==> src/rtl/maze_pixel_src_pkg.sv <==
// Shared types and constants for the maze pixel source: palette, map geometry,
// move directions and the game state.
package maze_pkg;

  localparam logic [11:0] WALL   = 12'h333;
  localparam logic [11:0] FLOOR  = 12'hFFF;
  localparam logic [11:0] PLAYER = 12'hF00;
  localparam logic [11:0] EXIT   = 12'h0F0;
  localparam logic [11:0] BLANK  = 12'h000;

  localparam int TILE_BITS = 5;
  localparam int MAP_W     = 20;
  localparam int MAP_H     = 15;

  // Player marker occupies this inclusive pixel range inside its tile, on both axes
  localparam logic [TILE_BITS-1:0] MARK_LO = 5'd4;
  localparam logic [TILE_BITS-1:0] MARK_HI = 5'd27;

  typedef enum logic [1:0] {DIR_UP, DIR_DOWN, DIR_LEFT, DIR_RIGHT} dir_e;

  typedef enum logic {PLAY, WIN} state_e;

  function automatic logic is_single(input logic [3:0] req);
    return (req != 4'd0) && ((req & (req - 4'd1)) == 4'd0);
  endfunction

  function automatic dir_e req_to_dir(input logic [3:0] req);
    dir_e dir;
    dir = DIR_UP;
    if (req[1]) dir = DIR_DOWN;
    if (req[2]) dir = DIR_LEFT;
    if (req[3]) dir = DIR_RIGHT;
    return dir;
  endfunction

endpackage

==> src/rtl/maze_pixel_src_if.sv <==
// Pixel bus between the VGA controller (master) and the maze pixel source (slave).
interface maze_pixel_src_if;
  logic [8:0]  row_addr;
  logic [9:0]  col_addr;
  logic        rdn;
  logic        vs;
  logic [11:0] d_out;

  modport master (output row_addr, col_addr, rdn, vs, input d_out);
  modport slave  (input row_addr, col_addr, rdn, vs, output d_out);
endinterface

==> src/rtl/maze_map_rom.sv <==
// Combinational maze layout: border walls, one vertical and one horizontal inner wall.
module maze_map_rom
  import maze_pkg::*;
(
  input  logic [4:0] tx,
  input  logic [3:0] ty,
  output logic       wall
);

  // Anything at or beyond the last column/row is treated as wall, covering out-of-range tiles
  always_comb begin
    wall = 1'b0;
    if (tx == 5'd0 || ty == 4'd0 || tx >= 5'(MAP_W - 1) || ty >= 4'(MAP_H - 1)) begin
      wall = 1'b1;
    end else if (tx == 5'd10 && ty <= 4'd11) begin
      wall = 1'b1;
    end else if (ty == 4'd7 && tx >= 5'd3 && tx <= 5'd8) begin
      wall = 1'b1;
    end
  end

endmodule

==> src/rtl/maze_pixel_src.sv <==
// Maze game pixel source: renders the map, player and exit for vgac, and moves the
// player at most once per frame, only at frame start.
module maze_pixel_src
  import maze_pkg::*;
#(
  parameter int unsigned START_X = 1,
  parameter int unsigned START_Y = 1,
  parameter int unsigned EXIT_X  = 18,
  parameter int unsigned EXIT_Y  = 13
) (
  input  logic                 vga_clk,
  input  logic                 clrn,
  maze_pixel_src_if.slave      vga,
  input  logic [3:0]           move_req,
  input  logic                 restart,
  output logic                 won,
  output logic [7:0]           moves
);

  localparam logic [4:0] START_PX = 5'(START_X);
  localparam logic [3:0] START_PY = 4'(START_Y);
  localparam logic [4:0] EXIT_PX  = 5'(EXIT_X);
  localparam logic [3:0] EXIT_PY  = 4'(EXIT_Y);

  state_e     state_q, state_d;
  logic [4:0] px_q, px_d;
  logic [3:0] py_q, py_d;
  logic [7:0] moves_q, moves_d;
  logic       won_q, won_d;
  logic       pend_v_q, pend_v_d;
  dir_e       pend_dir_q, pend_dir_d;
  logic       vs_q;

  logic       fs;
  logic [5:0] tgt_x;
  logic [4:0] tgt_y;
  logic       tgt_wall;
  logic       move_ok;

  logic [4:0] pix_tx;
  logic [3:0] pix_ty;
  logic       pix_wall;
  logic       in_mark;

  assign fs = vs_q && !vga.vs;

  // One extra bit on the target so stepping off tile 0 wraps to an out-of-range value
  always_comb begin
    tgt_x = {1'b0, px_q};
    tgt_y = {1'b0, py_q};
    case (pend_dir_q)
      DIR_UP:    tgt_y = {1'b0, py_q} - 5'd1;
      DIR_DOWN:  tgt_y = {1'b0, py_q} + 5'd1;
      DIR_LEFT:  tgt_x = {1'b0, px_q} - 6'd1;
      DIR_RIGHT: tgt_x = {1'b0, px_q} + 6'd1;
    endcase
  end

  maze_map_rom u_move_rom (
    .tx   (tgt_x[4:0]),
    .ty   (tgt_y[3:0]),
    .wall (tgt_wall)
  );

  assign move_ok = (tgt_x < 6'(MAP_W)) && (tgt_y < 5'(MAP_H)) && !tgt_wall;

  // Frame-start move is applied before the latch so a same-cycle request waits a frame
  always_comb begin
    state_d    = state_q;
    px_d       = px_q;
    py_d       = py_q;
    moves_d    = moves_q;
    pend_v_d   = pend_v_q;
    pend_dir_d = pend_dir_q;
    if (restart) begin
      state_d  = PLAY;
      px_d     = START_PX;
      py_d     = START_PY;
      moves_d  = 8'd0;
      pend_v_d = 1'b0;
    end else if (state_q == PLAY) begin
      if (fs && pend_v_q) begin
        pend_v_d = 1'b0;
        if (move_ok) begin
          px_d = tgt_x[4:0];
          py_d = tgt_y[3:0];
          if (moves_q != 8'hFF) moves_d = moves_q + 8'd1;
          if (tgt_x[4:0] == EXIT_PX && tgt_y[3:0] == EXIT_PY) state_d = WIN;
        end
      end
      if (is_single(move_req)) begin
        pend_v_d   = 1'b1;
        pend_dir_d = req_to_dir(move_req);
      end
    end
    won_d = (state_d == WIN);
  end

  always_ff @(posedge vga_clk or negedge clrn) begin
    if (!clrn) begin
      state_q    <= PLAY;
      px_q       <= START_PX;
      py_q       <= START_PY;
      moves_q    <= 8'd0;
      won_q      <= 1'b0;
      pend_v_q   <= 1'b0;
      pend_dir_q <= DIR_UP;
      vs_q       <= 1'b1;
    end else begin
      state_q    <= state_d;
      px_q       <= px_d;
      py_q       <= py_d;
      moves_q    <= moves_d;
      won_q      <= won_d;
      pend_v_q   <= pend_v_d;
      pend_dir_q <= pend_dir_d;
      vs_q       <= vga.vs;
    end
  end

  assign pix_tx  = vga.col_addr[9:5];
  assign pix_ty  = vga.row_addr[8:5];
  assign in_mark = (vga.col_addr[4:0] >= MARK_LO) && (vga.col_addr[4:0] <= MARK_HI) &&
                   (vga.row_addr[4:0] >= MARK_LO) && (vga.row_addr[4:0] <= MARK_HI);

  maze_map_rom u_pix_rom (
    .tx   (pix_tx),
    .ty   (pix_ty),
    .wall (pix_wall)
  );

  always_comb begin
    vga.d_out = FLOOR;
    if (vga.rdn) begin
      vga.d_out = BLANK;
    end else if (state_q == WIN) begin
      vga.d_out = EXIT;
    end else if (pix_wall) begin
      vga.d_out = WALL;
    end else if (pix_tx == px_q && pix_ty == py_q) begin
      vga.d_out = in_mark ? PLAYER : FLOOR;
    end else if (pix_tx == EXIT_PX && pix_ty == EXIT_PY) begin
      vga.d_out = EXIT;
    end
  end

  assign won   = won_q;
  assign moves = moves_q;

endmodule
==> src/flat_wrapper.sv <==
// flat-port wrapper written by rule: the top's interface ports become plain ports
module maze_pixel_src_flat import maze_pkg::*;
#(
  parameter int unsigned START_X = 1,
  parameter int unsigned START_Y = 1,
  parameter int unsigned EXIT_X  = 18,
  parameter int unsigned EXIT_Y  = 13
)
  (vga_clk, clrn, move_req, restart, won, moves, vga_row_addr, vga_col_addr, vga_rdn, vga_vs, vga_d_out);
  maze_pixel_src_if vga_i ();
  input  logic vga_clk;
  input  logic clrn;
  input  logic [3:0] move_req;
  input  logic restart;
  output logic won;
  output logic [7:0] moves;
  input wire logic [$bits(vga_i.row_addr)-1:0] vga_row_addr;
  input wire logic [$bits(vga_i.col_addr)-1:0] vga_col_addr;
  input wire logic [$bits(vga_i.rdn)-1:0] vga_rdn;
  input wire logic [$bits(vga_i.vs)-1:0] vga_vs;
  output wire logic [$bits(vga_i.d_out)-1:0] vga_d_out;
  assign vga_i.row_addr = vga_row_addr;
  assign vga_i.col_addr = vga_col_addr;
  assign vga_i.rdn = vga_rdn;
  assign vga_i.vs = vga_vs;
  assign vga_d_out = vga_i.d_out;
  maze_pixel_src #(.START_X(START_X), .START_Y(START_Y), .EXIT_X(EXIT_X), .EXIT_Y(EXIT_Y)) u_core (.vga_clk(vga_clk), .clrn(clrn), .vga(vga_i), .move_req(move_req), .restart(restart), .won(won), .moves(moves));
endmodule
==> config.mk <==
export PLATFORM = sky130hd
export DESIGN_NAME = maze_pixel_src_flat
export DESIGN_NICKNAME = d
export VERILOG_FILES = /design/src/rtl/maze_pixel_src_pkg.sv /design/src/rtl/maze_pixel_src_if.sv /design/src/rtl/maze_map_rom.sv /design/src/rtl/maze_pixel_src.sv /design/src/flat_wrapper.sv
export SDC_FILE = /design/constraint.sdc
export NUM_CORES = 1
export LEC_CHECK = 0
export ABC_AREA = 1
export CELL_PAD_IN_SITES_DETAIL_PLACEMENT = 2
export CELL_PAD_IN_SITES_GLOBAL_PLACEMENT = 2
export CORE_ASPECT_RATIO = 1.75
export CORE_MARGIN = 3
export CORE_UTILIZATION = 30
export DETAILED_ROUTE_END_ITERATION = 10
export PLACE_DENSITY_LB_ADDON = 0.1
export SYNTH_ARGS = -nofsm -noshare
export SYNTH_HDL_FRONTEND = slang
export SYNTH_SLANG_ARGS = --single-unit
export TNS_END_PERCENT = 100
==> constraint.sdc <==
create_clock -name vga_clk -period 4.5 [get_ports vga_clk]
set_input_delay 0.45 -clock vga_clk [delete_from_list [all_inputs] [get_ports vga_clk]]
set_output_delay 0.45 -clock vga_clk [all_outputs]
set_load 0.1 [all_outputs]
# ---- Word level (Yosys, flattened, before mapping)
# Index checks and enable logic that the tools add are counted.
dict set report word_totals {
  register_bits 22
  inputBits 28
  out_inout_bits 21
  word_cells 126
}
dict set report classes {
  add_sub_neg 6
  order_cmp 16
  eq_ne 15
  n_mux 39
  n_bitwise 3
  reduce_logical 40
}
# cell n
set ops {}
lappend ops {{$mux 12} 5}
lappend ops {{$mux 8} 6}
lappend ops {{$mux 5} 4}
lappend ops {{$logic_and 1x1->1} 17}
lappend ops {{$mux 1} 16}
lappend ops {{$mux 4} 4}
lappend ops {{$logic_not 4->1} 3}
lappend ops {{$pmux 6 s2} 1}
lappend ops {{$eq 5x4->1 const B} 2}
lappend ops {{$eq 5x5->1 const B} 2}
lappend ops {{$ge 5x2->1 const B} 2}
lappend ops {{$ge 5x3->1 const B} 2}
lappend ops {{$ge 5x5->1 const B} 2}
lappend ops {{$le 5x4->1 const B} 2}
lappend ops {{$le 5x5->1 const B} 2}
lappend ops {{$logic_not 5->1} 2}
lappend ops {{$pmux 5 s2} 1}
lappend ops {{$add 8x1->8 const B} 1}
lappend ops {{$eq 4x3->1 const B} 2}
lappend ops {{$eq 4x4->1 const B} 2}
lappend ops {{$ge 4x4->1 const B} 2}
lappend ops {{$le 4x4->1 const B} 2}
lappend ops {{$ne 8x8->1 const B} 1}
lappend ops {{$add 5x1->6 const B} 1}
lappend ops {{other kinds (23)} 35}

# ---- Depth between registers and ports, before layout
# Gate-level depths: netlist (run 1).
dict set report depth {
  ltp_word 14
  ltp_mapped 20
  mapped_depth_nobuf 18
}

# ---- By module
# A second synthesis (run 1) with hierarchy kept.
dict set report hier_totals {
  hier_cells 347
  hier_area_um2 2245.9
}
# module n_inst cells_per_inst area_each_um2 seq_area_each_um2
set modules_own_cells {}
lappend modules_own_cells {maze_pixel_src 1 307 2068.2 554.3}
lappend modules_own_cells {maze_map_rom 2 20 88.8 0.0}

# ---- Worst setup path before layout (run 1)
# No wires, ideal clock.
dict set report synth_timing {
  path_type {input -> output}
  start {input vga_col_addr[7]}
  end {output vga_d_out[3]}
  arrival_ns 5.464
  required_time_ns 4.050
  slack_ns -1.414
  stages 7
  n_path_buf 1
  cell_sequence {nor2_1 > o21ai_0 > a211oi_1 > nand2_1 > nor4_1 > and2_1 > buf_4}
}
dict set report synth_between {
  elab_chain_len 9
  elab_cells_between_ends 23
  cone_classes {order compare: 3; eq/ne: 3; mux: 8; reduce/logical: 9}
}
# element line_no
set synth_rtl {}
lappend synth_rtl {{start: declaration} flat_wrapper.sv:18} ;# input wire logic [$bits(vga_i.col_addr)-1:0] vga_col_addr;
lappend synth_rtl {{$ge 5x2->1} maze_map_rom.sv:17} ;# end else if (ty == 4'd7 && tx >= 5'd3 && tx <= 5'd8) begin
lappend synth_rtl {{$logic_and 1x1->1 (2 in a row)} maze_map_rom.sv:17}
lappend synth_rtl {{$mux 1} maze_map_rom.sv:17}
lappend synth_rtl {{$mux 1} maze_map_rom.sv:15} ;# end else if (tx == 5'd10 && ty <= 4'd11) begin
lappend synth_rtl {{$mux 1} maze_map_rom.sv:13} ;# if (tx == 5'd0 || ty == 4'd0 || tx >= 5'(MAP_W - 1) || ty >= 4'(MAP_H - 1)) begin
lappend synth_rtl {{$mux 12 (*)} maze_pixel_src.sv:138} ;# end else if (pix_wall) begin
lappend synth_rtl {{$mux 12 (*)} maze_pixel_src.sv:136} ;# end else if (state_q == WIN) begin
lappend synth_rtl {{$mux 12 (*)} maze_pixel_src.sv:134} ;# if (vga.rdn) begin
lappend synth_rtl {{end: declaration} flat_wrapper.sv:21} ;# output wire logic [$bits(vga_i.d_out)-1:0] vga_d_out;
# Every way passes the cells marked *; elsewhere a longest branch is shown, timed or not.

# ---- Worst setup path in the final report (run 1)
dict set report layout_timing {
  start {register u_core.pend_dir_q[1]}
  end {register u_core.moves_q[4] (netlist: u_core.moves[4])}
}
dict set report layout_between {
  elab_chain_len 12
  elab_cells_between_ends 31
  cone_classes {order compare: 7; eq/ne: 5; mux: 5; reduce/logical: 14}
}
# element line_no
set layout_rtl {}
lappend layout_rtl {{start: declaration} maze_pixel_src.sv:31} ;# dir_e pend_dir_q, pend_dir_d;
lappend layout_rtl {{start signal: assignment} maze_pixel_src.sv:116} ;# pend_dir_q <= pend_dir_d;
lappend layout_rtl {{$eq 2x2->1, or another cell as far along} maze_pixel_src.sv:51} ;# case (pend_dir_q)
lappend layout_rtl {{$pmux 6 s2 / $pmux 5 s2 (equally long branches)} maze_pixel_src.sv:51}
lappend layout_rtl {{$ge 5x2->1 / $eq 4x3->1 (equally long branches)} maze_map_rom.sv:17}
lappend layout_rtl {{$logic_and 1x1->1 (2 in a row)} maze_map_rom.sv:17}
lappend layout_rtl {{$mux 1} maze_map_rom.sv:17}
lappend layout_rtl {{$mux 1} maze_map_rom.sv:15}
lappend layout_rtl {{$mux 1} maze_map_rom.sv:13}
lappend layout_rtl {{$logic_not 1->1} maze_pixel_src.sv:65} ;# assign move_ok = (tgt_x < 6'(MAP_W)) && (tgt_y < 5'(MAP_H)) && !tgt_wall;
lappend layout_rtl {{$logic_and 1x1->1 (*)} maze_pixel_src.sv:65}
lappend layout_rtl {{$reduce_bool 2->1 (no line) (*)} -}
lappend layout_rtl {{$reduce_and 4->1 (no line) (*)} -}
lappend layout_rtl {{end signal: assignment} maze_pixel_src.sv:113} ;# moves_q <= moves_d;
lappend layout_rtl {{end: declaration} maze_pixel_src.sv:28} ;# logic [7:0] moves_q, moves_d;
# Marks and branches as above.
# A chain may end at the register's enable or synchronous reset.

==> results of run 1 <==
[sequential cells by signal, indices dropped and copies added, names as in the netlist]
| name | flops |
|---|---|
| u_core.vs_q | 1 |
| u_core.pend_v_q | 1 |
| u_core.pend_dir_q | 2 |
| u_core.state_q | 1 |
| u_core.py_q | 4 |
| u_core.px_q | 5 |
| u_core.moves | 8 |
[worst paths after layout]
check                      slack, ns                           to                             start
max in group asynchronous       3.65   u_core.px_q[0]$_DFFE_PN1P_                              clrn
min in group asynchronous       0.55  u_core.moves[6]$_DFFE_PN0P_                              clrn
setup reg to reg                1.45  u_core.moves[4]$_DFFE_PN0P_  u_core.pend_dir_q[1]$_DFFE_PN0P_
setup / recovery                1.45  u_core.moves[4]$_DFFE_PN0P_  u_core.pend_dir_q[1]$_DFFE_PN0P_
hold / removal                  0.54   u_core.py_q[0]$_DFFE_PN1P_        u_core.py_q[0]$_DFFE_PN1P_
hold reg to reg                 0.54   u_core.py_q[0]$_DFFE_PN1P_        u_core.py_q[0]$_DFFE_PN1P_
[critical path: stages, from the launching register on]
cell and delay [ns]:
dfrtp_1 0.51, buf_4 0.26, nor2_1 0.23, inv_1 0.13, ha_1 0.37, nand3_1 0.17, nand3_1 0.11, nand2_1 0.07
nand3_1 0.08, nand2_1 0.14, nor2_1 0.08, inv_2 0.05, nand2_2 0.08, nor2_8 0.17, nand4_2 0.26, nand3_1 0.15
nand2_1 0.07
[report_power, final]
part	switching (W)	leakage (nW)	internal [W]
Sequential	0.0000391	0.288	0.000224
Combinational	0.000587	1.03	0.000276
Clock	0.0000813	0.0382	0.000121
[per-layer routing]
layer	share of wire (%)	GRT usage, %
met2	60	38.6
met3	1.1	1.71
met4	2.1	5.20
met5	0	0
met1	37	19.8
[area by class of cell]
type / instances / share of cell area [%]
clock buffer: 4 / 2.72
multi-input combinational: 272 / 53.0
tap: 88 / 3.80
inverter: 49 / 6.43
timing repair buffer: 47 / 14.9
sequential: 22 / 19.1
[kinds of logic (layout without fill, tap and decap cells)]
family          Yosys count  count (layout)
flops                    22              22
fa+ha+maj                10              10
compound gates           39              39
simple gates            212             212
xor+xnor                 11              11
buf+inv                  60             100
[cell usage in the layout (no fill, tap or decap), drive strengths merged]
cell and instances:
dfstp 3, nand4 19, xnor2 4, ha 8, nand3b 1, and2 1
nor2 51, o22ai 1, clkdlybuf4s50 32, clkbuf 4, or3 1, nand2 87
dfrtp 19, nor3 8, a21oi 14, or2 1, nand3 39, a31oi 2
buf 15, xor2 7, nor4 3, nor3b 1, inv 49, fa 2
a32o 1, o21ai 19, a211oi 1, o21bai 1
[cells in the mapped netlist (3+ instances only)]
library cell  count
dfrtp_1          19
dfstp_2           3
buf_4             6
ha_1              8
nand2_1          79
nor3_1            8
a21oi_1          14
inv_2            10
nand2_2           7
nor4_1            3
nand3_1          36
nor2_1           45
xnor2_1           4
o21ai_2           7
o21ai_0          11
nor2_4            3
inv_1            38
nand4_1          17
clkbuf_1          3
xor2_1            7
[through the flow]
stage	util [%]	power (W)
floorplan	-	0.000927
global placement	37.3	0.00110
detailed placement	37.3	0.00114
CTS	38.3	0.00135
global route	38.3	0.00144
finish	38.3	0.00133
==> results.cfg, run 1 <==
[status]
status = completed

[placed_design]
port_buffers = 44
hpwl_mm = 6.79
place.gp.congestion = 0.819
dpl.cell_count = 478
placed_cell_area_um2 = 2820
dp_slack_ns = 1.41

[global_route]
grt-ovfl-total = 0
grt_pass1_vias = 2740
antenna_found_initial = 0
grtUsageTotal_pct = 19.0
grt_max_degree = 23
grt_pass1_wl_mm = 13.3

[sta]
fin_crit_ns = 3.05
final-max-slew-violation-count = 0
worst_pin_slew_ns = 0.974
hold_ws_ns = 0.541
finalHoldViolCount = 0
rsz0062_at_grt = no
setup_viol = 0
timing.slew.headroom_pct = 34.9
setup_ws_ns = 1.45
clock_skew_ns = 0.00380
fmax_ghz = 0.328
post-route-period-util_pct = 67.7
tns_ns = 0

[setup_path]
r2r_cells = 16
required_ns = 4.65
end_kind = flop
path_max_fanout = 10
worstSetupPathType = reg -> reg
arrival_ns = 3.20
start_kind = flop

[synth]
async_reset_ff_share_pct = 100
synth-simple-area-share_pct = 44.9
synth_fa_ha_area_share_pct = 5.98
postSynthAreaPerCell_um2 = 6.62
synth_cells = 354
synth_top_family_by_area = simple AND/OR/NAND/NOR gates
ys_seq_area_share_pct = 23.7
yosysTopAreaCell = dfrtp_1
syn_nets = 392
synth_mux_area_share_pct = 0
ys_warn_count = 0
synth_area_um2 = 2340
synth_top_area_share_pct = 20.3
synth.area.top_cells = dfrtp_1 (20%), nand2_1 (13%), nand3_1 (7.7%)
synth_edf_count = 0
ys_seq_elements = 22
synth_cell_type_count = 41
synthFlopType = dfrtp_1
synth_xor_area_share_pct = 4.11
synth_compound_area_share_pct = 10.0

[cts]
cts_tree = built
clock-sinks = 22
clock_latency_ns = 0.26
holdBufCountCts = 0
numCtsBuffers = 3
cts_root_buffer = clkbuf_16
clkSlewWorstSetupHoldPaths_ns = 0.07
cts_setup_buffers = 0
clockBufferDepth = 2
cts.repair.resized = 0
h-tree-depth = 1

[floorplanning]
coreArea_um2 = 7570
start_util_pct = 31.0
fp.dieArea_um2 = 8950
rows = 42
dieHeight_um = 123
die_w_um = 72.8
pin_count = 49

[pwr]
power_density_nw_per_um2 = 459
p_leak_nw = 1.36
ir_drop_mv = 0.222

[final_layout]
final_cell_area_um2 = 2900
fillerInstances = 943
antenna_cells = 0
stdcell_count = 482
layout-drive-gt1-share_pct = 15.5
synthToLayoutAreaGrowth_pct = 23.7
final_nets = 433
seq_area_um2 = 554
multi_input_area_um2 = 1540

[routing]
finalWirelength_mm = 8.07
vias = 2534
via_per_inst = 5.26
antenna_left = 0
drcViolationCount = 0
drtPass1Iterations = 4
drtIter0Drc = 73
wl_per_cell_um = 16.7

[flow_run]
max_cap_violations = 0

[min_path]
min_path_cells = 2
hold_class = reg -> reg
(Power assumes the default switching activity.)
==> run 2, diff against run 1 <==
--- a/config.mk
+++ b/config.mk
@@ -10,7 +10,7 @@
 export CELL_PAD_IN_SITES_GLOBAL_PLACEMENT = 2
 export CORE_ASPECT_RATIO = 1.75
 export CORE_MARGIN = 3
-export CORE_UTILIZATION = 30
+export CORE_UTILIZATION = 25
 export DETAILED_ROUTE_END_ITERATION = 10
 export PLACE_DENSITY_LB_ADDON = 0.1
 export SYNTH_ARGS = -nofsm -noshare
==> constraint.sdc (replaced) <==
create_clock -name vga_clk -period 2.8 [get_ports vga_clk]
set_input_delay 0.28 -clock vga_clk [delete_from_list [all_inputs] [get_ports vga_clk]]
set_output_delay 0.28 -clock vga_clk [all_outputs]
set_load 0.1 [all_outputs]
==> run 2 against run 1 <==
- sequential share of layout area shrank 2.2 points
- first-iteration DRC count shrank 37%
- power grew 77%
- combinational power grew 83%
- register-to-register slack lost 1.3 ns
- count of clock-buffer cells in the layout is the same
- largest power group unchanged
- highest routed layer unchanged
==> results.cfg, run 2 (same netlist as run 1, synthesis figures left out) <==
[final_layout]
final_util_pct = 36.0
layout-drive-gt1-share_pct = 24.9
largest_register_ffs = 8
final_nets = 449
fillerInstances = 1152
final_cell_mix = nand2_1 (75), nor2_1 (42), inv_1 (36), nand3_1 (36), buf_4 (28)
stdcell_count = 530
synthToLayoutAreaGrowth_pct = 39.7
final_cell_area_um2 = 3270
final_common_cell = nand2_1
antenna_cells = 0

[setup_path]
worstSetupPathType = in -> out
worstPathCellList = clkdlybuf4s50_1, xor2_1, nor3_1, nand2_1, nor2_2, nand3_1, nor2_1, a21oi_2, buf_12
start_kind = primary input
critPathMaxStageDelay_ns = 0.49
required_ns = 2.52
cpMaxStageDelayCell = clkdlybuf4s50_1
regToRegStartpoint = u_core.pend_dir_q[1]$_DFFE_PN0P_
r2r-end = u_core.py_q[3]$_DFFE_PN0P_
r2r_slack_ns = 0.19
end_kind = output port
r2r_cells = 15
arrival_ns = 2.33
path_max_fanout = 4

[floorplanning]
rows = 46
start_util_pct = 25.8
coreArea_um2 = 9090
dieHeight_um = 134
pin_count = 49
fp.dieArea_um2 = 10600
die_w_um = 79.2

[pwr]
p_int_w = 0.00115
ir_drop_mv = 0.338
p_total_w = 0.00235
power_density_nw_per_um2 = 717
p_leak_nw = 1.52
p_switching_w = 0.00120
power_frac_clock_pct = 15.1
pwr-share-comb_pct = 67.2
swShare_pct = 51.2
seq_power_share_pct = 17.6

[cts]
clkSlewWorstSetupHoldPaths_ns = 0.07
clockBufferDepth = 2
numCtsBuffers = 3
clock-sinks = 22
cts_setup_buffers = 0
clock_latency_ns = 0.27
h-tree-depth = 1
cts_tree = built
cts_root_buffer = clkbuf_16

[routing]
antenna_left = 0
wl_per_cell_um = 16.6
drtPass1Iterations = 4
drcViolationCount = 0
finalWirelength_mm = 8.78
via_per_inst = 4.85
vias = 2570
drtIter0Drc = 46

[sta]
finalHoldViolCount = 0
tns_ns = 0
fmax_ghz = 0.383
rsz0062_at_grt = no
fin_crit_ns = 2.61
setup_viol = 0
timing.slew.headroom_pct = 55.3
post-route-period-util_pct = 93.3
worst_pin_slew_ns = 0.669
final-max-slew-violation-count = 0
clock_skew_ns = 0.00519

[status]
status = completed

[flow_run]
max_cap_violations = 0

[placed_design]
dpl.cell_count = 526
hpwl_mm = 7.60
place.gp.congestion = 0.798
placed_cell_area_um2 = 3150
port_buffers = 44

[global_route]
grt_pass1_wl_mm = 14.7
grt_max_degree = 21
grtUsageTotal_pct = 17.7
grt-ovfl-total = 0
antenna_found_initial = 0
grt_pass1_vias = 2939

[min_path]
hold_class = in -> async
run 2: routing by layer:
| metal | track usage [%] | up-vias | routed length [um] |
|---|---|---|---|
| met3 | 1.41 | 14 | 178 |
| li1 | - | 1269 | - |
| met1 | 17.4 | 1245 | 3080 |
| met5 | 0 | - | 0 |
| met2 | 36.3 | 42 | 5260 |
| met4 | 6.69 | 0 | 270 |
run 2: power groups by stage:
stage               clock network [W]  registers, W  logic, W
floorplan                           0      0.000474   0.00102
global placement                    0      0.000418   0.00151
detailed placement                  0      0.000420   0.00157
CTS                          0.000366      0.000414   0.00157
global route                 0.000377      0.000422   0.00175
finish                       0.000355      0.000414   0.00158
run 2: through the flow:
step / hold WS, ns / setup WS (ns)
2_1_floorplan: -0.0156 / -0.252
3_3_place_gp: 0.539 / 0.141
3_5_place_dp: 0.566 / 0.0158
4_1_cts: 0.447 / 0.0128
5_1_grt: 0.455 / 0.00969
6_report: 0.416 / 0.188
run 2: worst max-delay path by stage:
stage	start	endpoint	slack, ns	cells past startpoint
floorplan	u_core.px_q[3]$_DFFE_PN0P_	vga_d_out[3]	-0.25	8
global placement	u_core.pend_dir_q[1]$_DFFE_PN0P_	u_core.moves[5]$_DFFE_PN0P_	0.14	14
detailed placement	u_core.pend_dir_q[1]$_DFFE_PN0P_	u_core.moves[2]$_DFFE_PN0P_	0.02	15
CTS	u_core.pend_dir_q[1]$_DFFE_PN0P_	u_core.moves[2]$_DFFE_PN0P_	0.01	15
global route	u_core.pend_dir_q[0]$_DFFE_PN0P_	u_core.px_q[4]$_DFFE_PN0P_	0.01	15
finish	vga_col_addr[6]	vga_d_out[4]	0.19	9
run 2: worst max-delay path, delay by kind of cell:
| family | cells | cell delay (ns) |
|---|---|---|
| AND/OR/NAND/NOR | 5 | 1.00 |
| buffers and inverters | 2 | 0.68 |
| XOR/XNOR | 1 | 0.19 |
| AO/OA/AOI/OAI | 1 | 0.15 |
run 2: cell type report:
cell class | instances | area, um^2 | area share [%]
Tap cell | 120 | 150 | 4.59
Multi-Input combinational cell | 272 | 1610 | 49.2
Sequential cell | 22 | 556 | 17.0
Inverter | 49 | 186 | 5.70
Timing Repair Buffer | 63 | 681 | 20.8
Clock buffer | 4 | 88.8 | 2.71
run 2: repair_timing:
action	in CTS	in global routing
hold buffers	0	0
gates resized for setup	0	9
setup endpoints to repair	0	15
